`src/rtl/ssg_lpf_bank.sv`:
```
// ssg_lpf_bank: time-multiplexed first-order IIR low-pass bank for SSG channel outputs.
// Optional build macro LPF_MIX_EN adds mix_out, the saturated sum of all channel outputs.
module ssg_lpf_bank #(
    parameter int CHANNELS = 3,
    parameter int WIDTH    = 16,
    parameter int COEF_W   = 18,
    parameter int NUM_SEL  = 4,
    parameter int DIV      = 256,
    localparam int SW      = $clog2(NUM_SEL)
) (
    input  logic                      clk,
    input  logic                      reset_n,
    input  logic [CHANNELS*WIDTH-1:0] in,
    input  logic [CHANNELS*SW-1:0]    sel,
    input  logic                      coef_we,
    input  logic [SW-1:0]             coef_addr,
    input  logic signed [COEF_W-1:0]  coef_a2,
    input  logic signed [COEF_W-1:0]  coef_b,
    output logic [CHANNELS*WIDTH-1:0] out,
    output logic                      out_valid,
    output logic                      overrun,
    output logic [2:0]                dbg_state
`ifdef LPF_MIX_EN
    ,
    output logic signed [WIDTH-1:0]   mix_out
`endif
);

    localparam int CW    = (CHANNELS > 1) ? $clog2(CHANNELS) : 1;
    localparam int DW    = (DIV > 1) ? $clog2(DIV) : 1;
    localparam int NT    = 1 << SW;
    localparam int PW    = WIDTH + COEF_W + 1;
    localparam int ACC_W = WIDTH + COEF_W + 2;

    localparam logic signed [ACC_W-1:0] Y_MAX = {{(ACC_W-WIDTH+1){1'b0}}, {(WIDTH-1){1'b1}}};
    localparam logic signed [ACC_W-1:0] Y_MIN = {{(ACC_W-WIDTH+1){1'b1}}, {(WIDTH-1){1'b0}}};
    localparam logic signed [COEF_W-1:0] A2_DEF = COEF_W'(-32244);
    localparam logic signed [COEF_W-1:0] B_DEF  = COEF_W'(262);

    typedef enum logic [2:0] {
        IDLE  = 3'd0,
        MUL_X = 3'd1,
        MUL_Y = 3'd2,
        WRITE = 3'd3,
        DONE  = 3'd4
    } state_t;

    logic [DW-1:0]           cnt;
    logic                    tick;
    state_t                  state;
    logic [CW-1:0]           ch;
    logic signed [ACC_W-1:0] acc;

    logic signed [WIDTH-1:0] x_s   [CHANNELS];
    logic [SW-1:0]           sel_s [CHANNELS];
    logic signed [WIDTH-1:0] x1_r  [CHANNELS];
    logic signed [WIDTH-1:0] y1_r  [CHANNELS];
    logic signed [WIDTH-1:0] out_r [CHANNELS];

    logic signed [COEF_W-1:0] a2_tab [NT];
    logic signed [COEF_W-1:0] b_tab  [NT];

    logic signed [WIDTH-1:0]  cur_x, cur_x1, cur_y1, y_flt, y_new;
    logic [SW-1:0]            cur_sel;
    logic signed [WIDTH:0]    xsum;
    logic signed [COEF_W-1:0] mul_a;
    logic signed [WIDTH:0]    mul_b;
    logic signed [PW-1:0]     prod;
    logic signed [ACC_W-1:0]  shifted;
    logic                     last_ch;

    assign cur_x   = x_s[ch];
    assign cur_x1  = x1_r[ch];
    assign cur_y1  = y1_r[ch];
    assign cur_sel = sel_s[ch];
    assign last_ch = (ch == CW'(CHANNELS - 1));
    assign xsum    = (WIDTH+1)'(cur_x) + (WIDTH+1)'(cur_x1);

    // The single shared multiplier: B*(x+x1) in MUL_X, A2*y1 in MUL_Y.
    always_comb begin
        mul_a = b_tab[cur_sel];
        mul_b = xsum;
        if (state == MUL_Y) begin
            mul_a = a2_tab[cur_sel];
            mul_b = (WIDTH+1)'(cur_y1);
        end
    end

    assign prod    = PW'(mul_a) * PW'(mul_b);
    assign shifted = acc >>> 15;

    always_comb begin
        if (shifted > Y_MAX)
            y_flt = Y_MAX[WIDTH-1:0];
        else if (shifted < Y_MIN)
            y_flt = Y_MIN[WIDTH-1:0];
        else
            y_flt = shifted[WIDTH-1:0];
        y_new = (cur_sel == '0) ? cur_x : y_flt;
    end

    // Free-running sample divider; tick is high for the one cycle in which cnt is back at 0.
    always_ff @(posedge clk or negedge reset_n) begin
        if (!reset_n) begin
            cnt  <= '0;
            tick <= 1'b0;
        end else begin
            tick <= (cnt == DW'(DIV - 1));
            cnt  <= (cnt == DW'(DIV - 1)) ? '0 : cnt + DW'(1);
        end
    end

    always_ff @(posedge clk or negedge reset_n) begin
        if (!reset_n) begin
            for (int i = 0; i < NT; i++) begin
                a2_tab[i] <= A2_DEF;
                b_tab[i]  <= B_DEF;
            end
        end else if (coef_we && coef_addr != '0) begin
            a2_tab[coef_addr] <= coef_a2;
            b_tab[coef_addr]  <= coef_b;
        end
    end

    // out_valid is a single-cycle pulse in DONE; there is no back-pressure.
    always_ff @(posedge clk or negedge reset_n) begin
        if (!reset_n) begin
            state     <= IDLE;
            ch        <= '0;
            acc       <= '0;
            out_valid <= 1'b0;
            overrun   <= 1'b0;
            for (int i = 0; i < CHANNELS; i++) begin
                x_s[i]   <= '0;
                sel_s[i] <= '0;
                x1_r[i]  <= '0;
                y1_r[i]  <= '0;
                out_r[i] <= '0;
            end
        end else begin
            out_valid <= 1'b0;
            if (tick && state != IDLE)
                overrun <= 1'b1;
            case (state)
                IDLE: begin
                    if (tick) begin
                        for (int i = 0; i < CHANNELS; i++) begin
                            x_s[i]   <= in[i*WIDTH +: WIDTH];
                            sel_s[i] <= sel[i*SW +: SW];
                        end
                        ch    <= '0;
                        state <= MUL_X;
                    end
                end
                MUL_X: begin
                    acc   <= ACC_W'(prod);
                    state <= MUL_Y;
                end
                MUL_Y: begin
                    acc   <= acc - ACC_W'(prod);
                    state <= WRITE;
                end
                WRITE: begin
                    x1_r[ch]  <= cur_x;
                    y1_r[ch]  <= y_new;
                    out_r[ch] <= y_new;
                    if (last_ch) begin
                        out_valid <= 1'b1;
                        state     <= DONE;
                    end else begin
                        ch    <= ch + CW'(1);
                        state <= MUL_X;
                    end
                end
                DONE:    state <= IDLE;
                default: state <= IDLE;
            endcase
        end
    end

    for (genvar gi = 0; gi < CHANNELS; gi++) begin : g_out
        assign out[gi*WIDTH +: WIDTH] = out_r[gi];
    end

    assign dbg_state = state;

`ifdef LPF_MIX_EN
    localparam int MW = WIDTH + $clog2(CHANNELS);
    localparam logic signed [MW-1:0] M_MAX = {{(MW-WIDTH+1){1'b0}}, {(WIDTH-1){1'b1}}};
    localparam logic signed [MW-1:0] M_MIN = {{(MW-WIDTH+1){1'b1}}, {(WIDTH-1){1'b0}}};

    logic signed [MW-1:0] mix_sum;

    // Summed on the last WRITE so mix_out appears together with out_valid.
    always_comb begin
        mix_sum = '0;
        for (int i = 0; i < CHANNELS - 1; i++)
            mix_sum = mix_sum + MW'(out_r[i]);
        mix_sum = mix_sum + MW'(y_new);
    end

    always_ff @(posedge clk or negedge reset_n) begin
        if (!reset_n) begin
            mix_out <= '0;
        end else if (state == WRITE && last_ch) begin
            if (mix_sum > M_MAX)
                mix_out <= M_MAX[WIDTH-1:0];
            else if (mix_sum < M_MIN)
                mix_out <= M_MIN[WIDTH-1:0];
            else
                mix_out <= mix_sum[WIDTH-1:0];
        end
    end
`endif

endmodule

```
`config.mk`:
```
export PLATFORM = sky130hd
export DESIGN_NAME = ssg_lpf_bank
export DESIGN_NICKNAME = d
export VERILOG_FILES = /design/src/rtl/ssg_lpf_bank.sv
export SDC_FILE = /design/constraint.sdc
export NUM_CORES = 2
export LEC_CHECK = 0
export BUFFER_PORTS_ARGS = -buffer_cell sky130_fd_sc_hd__buf_2
export CELL_PAD_IN_SITES_DETAIL_PLACEMENT = 1
export CELL_PAD_IN_SITES_GLOBAL_PLACEMENT = 1
export CORE_UTILIZATION = 50
export DETAILED_ROUTE_END_ITERATION = 12
export PLACE_DENSITY = 0.9
export SLEW_MARGIN = 20
export SYNTH_ARGS = -nofsm -noshare
export SYNTH_HDL_FRONTEND = slang
export SYNTH_SLANG_ARGS = --single-unit
export TNS_END_PERCENT = 30
```
`constraint.sdc`:
```
create_clock -name clk -period 16.4 [get_ports clk]
set_clock_uncertainty 0.05 [all_clocks]
set_input_delay 4.1 -clock clk [delete_from_list [all_inputs] [get_ports clk]]
set_output_delay 4.1 -clock clk [all_outputs]
set_load 0.03 [all_outputs]
```
# --- Word level (Yosys, flattened, before mapping) ---
# Index checks and enable logic that the tools add are counted.
# Widths: inputs -> output; s select.
classes:
  muxes: 42
  n_eq_ne: 7
  addsub: 4
  reduce_logical: 12
  n_lt_le_gt_ge: 7
  n_mul: 1
  bitwise_logic: 3
op_table:
  columns: ["op", "count"]
  rows:
  - ["$mux 16", 10]
  - ["$bwmux 48", 3]
  - ["$bwmux 72", 2]
  - ["$mux 18", 6]
  - ["$bmux 16 s2", 3]
  - ["$bmux 18 s2", 2]
  - ["$pmux 36 s2", 1]
  - ["$demux 18 s2", 1]
  - ["$sub 36x35->36", 1]
  - ["$mul 18x17->35", 1]
  - ["$demux 16 s2", 1]
  - ["$gt 21x16->1 const B", 1]
  - ["$lt 21x16->1 const B", 1]
  - ["$add 16x16->17", 1]
  - ["$mux 17", 1]
  - ["$pmux 3 s4", 1]
  - ["$ge 3x3->1 const B", 3]
  - ["$not 2->3", 3]
  - ["$add 8x1->8 const B", 1]
  - ["$eq 8x8->1 const B", 1]
  - ["$mux 2", 4]
  - ["$mux 8", 1]
  - ["$eq 3x2->1 const B", 2]
  - ["$lt 3x1->1 const B", 2]
  - ["15 further kinds", 23]
word_totals:
  out_inout_bits: 53
  inputBits: 95
  register_bits: 394
  elab_cells: 106

# --- Logic depth before layout (Yosys ltp) ---
depth:
  depth_word: 12
  mapped_depth: 57
  depth_no_buf: 51

# --- Worst setup path after synthesis ---
# No wires, ideal clock.
synth_path:
  path_type: "reg2reg"
  from: "register ch[0]"
  to: "register acc[31]"
  period_less_slack_ns: 12.596
  arrival_time_ns: 12.420
  setup_time_ns: 0.126
  n_path_buf: 5
  slack_ns: 3.804
  required_ns: 16.224
  path_stages_with_launch: 53
  cell_sequence: "dfrtp_1 > clkbuf_1 > clkbuf_1 > clkbuf_1 > clkbuf_1 > mux2i_1 > o21ai_0 > ha_1 > fa_1 > a21o_1 > a21oi_1 > o21bai_1 > a21oi_1 > o21bai_1 > a21oi_1 > o21bai_1 > a21oi_1 > o21bai_1 > [... 17 more ...] > a311oi_2 > nand2_1 > a21o_1 > a21o_1 > xnor2_1 > ha_1 > nand2_1 > inv_1 > nand3_1 > o31ai_4 > maj3_1 > a21bo_2 > a31oi_1 > maj3_1 > a21oi_2 > xnor2_1 > mux2i_1 > a221o_1"
synth_between:
  elab_chain_len: 12
  word_cells_on_any_way: 26
  cone_classes: "2 x add/sub; 1 x mul; 21 x mux; 2 x bitwise"
synth_lines:
  columns: ["item", "line_no", "text"]
  rows:
  - ["from (decl)", "51", "logic [CW-1:0] ch;"]
  - ["from (signal assigned)", "171", "ch <= ch + CW'(1);"]
  - ["$not 2->3 (implied by the code) *", null, null]
  - ["parallel branches: the longest is 8 deep, another holds $add 16x16->17", null, null]
  - ["$mul 18x17->35 *", "89", "assign prod = PW'(mul_a) * PW'(mul_b);"]
  - ["$sub 36x35->36", "160", "acc <= acc - ACC_W'(prod);"]
  - ["$pmux 36 s2 *", "144", "case (state)"]
  - ["to (signal assigned)", "156", "acc <= ACC_W'(prod);"]
  - ["to (signal assigned)", "160", null]
  - ["to (decl)", "52", "logic signed [ACC_W-1:0] acc;"]
# Every way passes the cells marked *. The select of a mux whose other input is x is not followed.
# A chain may end at the register's enable or synchronous reset.

# --- Worst setup path in the final report ---
layout_path:
  from: "register ch[1]"
  to: "register acc[31]"
# Same word-level chain as after synthesis.

==> impl_results.md <==
* Crit-path max cell delay at 920 ps
* Post-CTS Setup Inserts at 0
* CP required at 16800 ps
* Vias/cell at 6.23
* Initial antenna violation count at 3
* CP Class: reg2reg
* Synthesized area per cell at 9.33 µm²
* Max_slew headroom at 22.4%
* Post-route ant nets at 0
* Fin. max-slew vios at 0
* Commonest non-fill, non-tap cell in the layout: nand2_1
* Syn Inst Count at 3174
* Flops & latches, synth at 346
* Hold WS at 316 ps
* Wire per inst at 26.4 µm
* # Max-Cap Violations at 0
* PwrDens at 61.4 mW/mm²
* Detail Route met3 WL at 8340 µm
* Vias at 25061
* Layout cells sized above 1 at 16.1%
* Syn_nets at 3714
* Clk sink count at 346
* Worst-Margin Slew at 1160 ps
* CTS H-Tree Depth at 2
* Post-CTS Resized at 0
* Clock period minus worst slack at 13630 ps
* Hpwl dp at 72800 µm
* Sequential share of the synthesized area at 29.4%
* CTS Buffer Depth at 3
* GRT Resource Usage Total at 35.8%
* Final Wtd Congestion at 0.914
* Die Area at 0.0602 mm²
* Post-Syn Area at 0.0296 mm²
* Crit-path leading delay family: compound AO/OA/AOI/OAI gates
* Number of global-route vias before repair at 28612
* Fin. Hold Viols at 0
* Crit. End Element: flop
* CTS Hold Bufs at 0
* Initial core utilization at 50.9%
* Total wire length at 106000 µm
* TritonCTS clock tree: yes
* DR top layer: met4
* Routed met1 length at 38200 µm
* Clock slew seen by the registers of the worst setup and hold paths at 60 ps
* Die Y at 245 µm
* Overflow after GRT at 0
* Chip width at 245 µm
* Initial drt markers at 2070
* Largest net degree at the start of global routing at 114
* Max VDD drop at 111 µV
* Main synth FF type: dfrtp_1
* Drt pass-1 iters at 5
* CTS buffer count at 41
* Post-Route Setup TNS at 0 ps
* # DRC at 0
* Startpoint types: flop
* Max Clock Freq at 73.4 MHz
* Commonest non-fill, non-tap cells in the layout: 526 x nand2_1, 397 x inv_1, 314 x fa_1
* Final net count at 3765
* CP max stage cell: o21ai_1
* Root buffer cell: clkbuf_16
* Async SR Flop Fraction at 100%
* Area growth, synth to finish at 9.49%
* Wire length on met2 at 52500 µm
* Number of flops mapped to enable cells by yosys at 0
* Status: finished clean
* CP Buf/Inv Count at 9
* Row cnt at 88
* WP data arrival at 14030 ps
* Leakage at 0.0159 µW
* Port Buffers at 147
* Final setup violation count at 0
* RSZ-0062 raised after global routing: false
* Yosys warns at 0
* Global-route wire length before repair at 165000 µm
* Crit Path Max Fanout at 46
* Fin crit share at 83.1%
* Cell variety after synth at 88
* R2R Setup Slk at 2770 ps
* HP Class: reg2reg
* CORE AREA at 0.0581 mm²
* Worst skew pair latency at 580 ps
* IO Count at 148
report_power, final:
part           switching [µW]  internal (µW)  total [µW]
Sequential               37.7            914         952
Combinational            59.7           52.9         113
Clock                     401            524         925
flip-flops by register name (all words and copies together), names as in the netlist:
register	count
y1_r	16
b_tab	72
a2_tab	72
x_s	48
x1_r	48
cnt	8
acc	36
sel_s	6
out_valid	1
tick	1
dbg_state	3
overrun	1
ch	2
out	32
synthesized netlist by cell type (36+ instances only):
master	instances	share of area, %
nand2_1	529	6.7
inv_1	397	5.0
fa_1	314	21
dfrtp_1	310	26
o21ai_0	185	3.1
nor2_1	178	2.3
mux2_2	171	6.5
clkbuf_1	169	2.1
a21oi_1	148	2.5
ha_1	131	5.5
nand3_1	66	1.1
xnor2_1	58	1.7
mux2i_1	44	1.5
a21o_1	37	0.94
and2_1	37	0.78
dfstp_2	36	3.2
layer usage:
layer / global-route usage, % / vias to the layer above
li1: - / 10425
met1: 41.1 / 12808
met2: 60.8 / 1314
met3: 8.17 / 514
met4: 21.4 / 0
met5: 0 / -
layout make-up:
cell class | instances | area, µm²
clock buffer | 62 | 1190
sequential | 346 | 8700
multi-input combinational | 2241 | 18800
clock inverter | 11 | 130
timing repair buffer | 197 | 1140
inverter | 398 | 1490
fill | 6564 | 25700
tap | 765 | 957
antenna | 4 | 10.0
path summary, 6_finish.rpt:
path                                        from                    end  cells past startpoint
min                        b_tab[62]$_DFFE_PN1P_  b_tab[62]$_DFFE_PN1P_                      0
min in group asynchronous                reset_n  a2_tab[0]$_DFFE_PN0P_                      1
min reg2reg                b_tab[62]$_DFFE_PN1P_  b_tab[62]$_DFFE_PN1P_                      0
max in group asynchronous                reset_n    x1_r[5]$_DFFE_PN0P_                      4
max                            ch[1]$_DFFE_PN0P_    acc[31]$_DFFE_PN0P_                     47
max reg2reg                    ch[1]$_DFFE_PN0P_    acc[31]$_DFFE_PN0P_                     47
stage by stage:
step                instances  total power (µW)  utilization, %  area [µm²]  setup WS, ps
finish                   4024              1990            55.7       32400          2770
global route             4022              2030            55.7       32400          2120
CTS                      4019              1990            55.6       32300          3040
detailed placement       3946              1060            53.4       31000          3260
global placement         3946              1040            53.4       31000          3620
floorplan                3174              1000               -       29600          3800
kinds of logic after synthesis:
| kind of cell | synth area share (%) |
|---|---|
| XOR/XNOR | 2.61 |
| AO/OA/AOI/OAI | 12.1 |
| buffers and inverters | 7.49 |
| adder cells (fa/ha/maj) | 27.0 |
| multiplexers | 8.04 |
| AND/OR/NAND/NOR | 13.3 |
| flip-flops | 29.4 |
No activity file was read; power rests on OpenSTA's default activity.
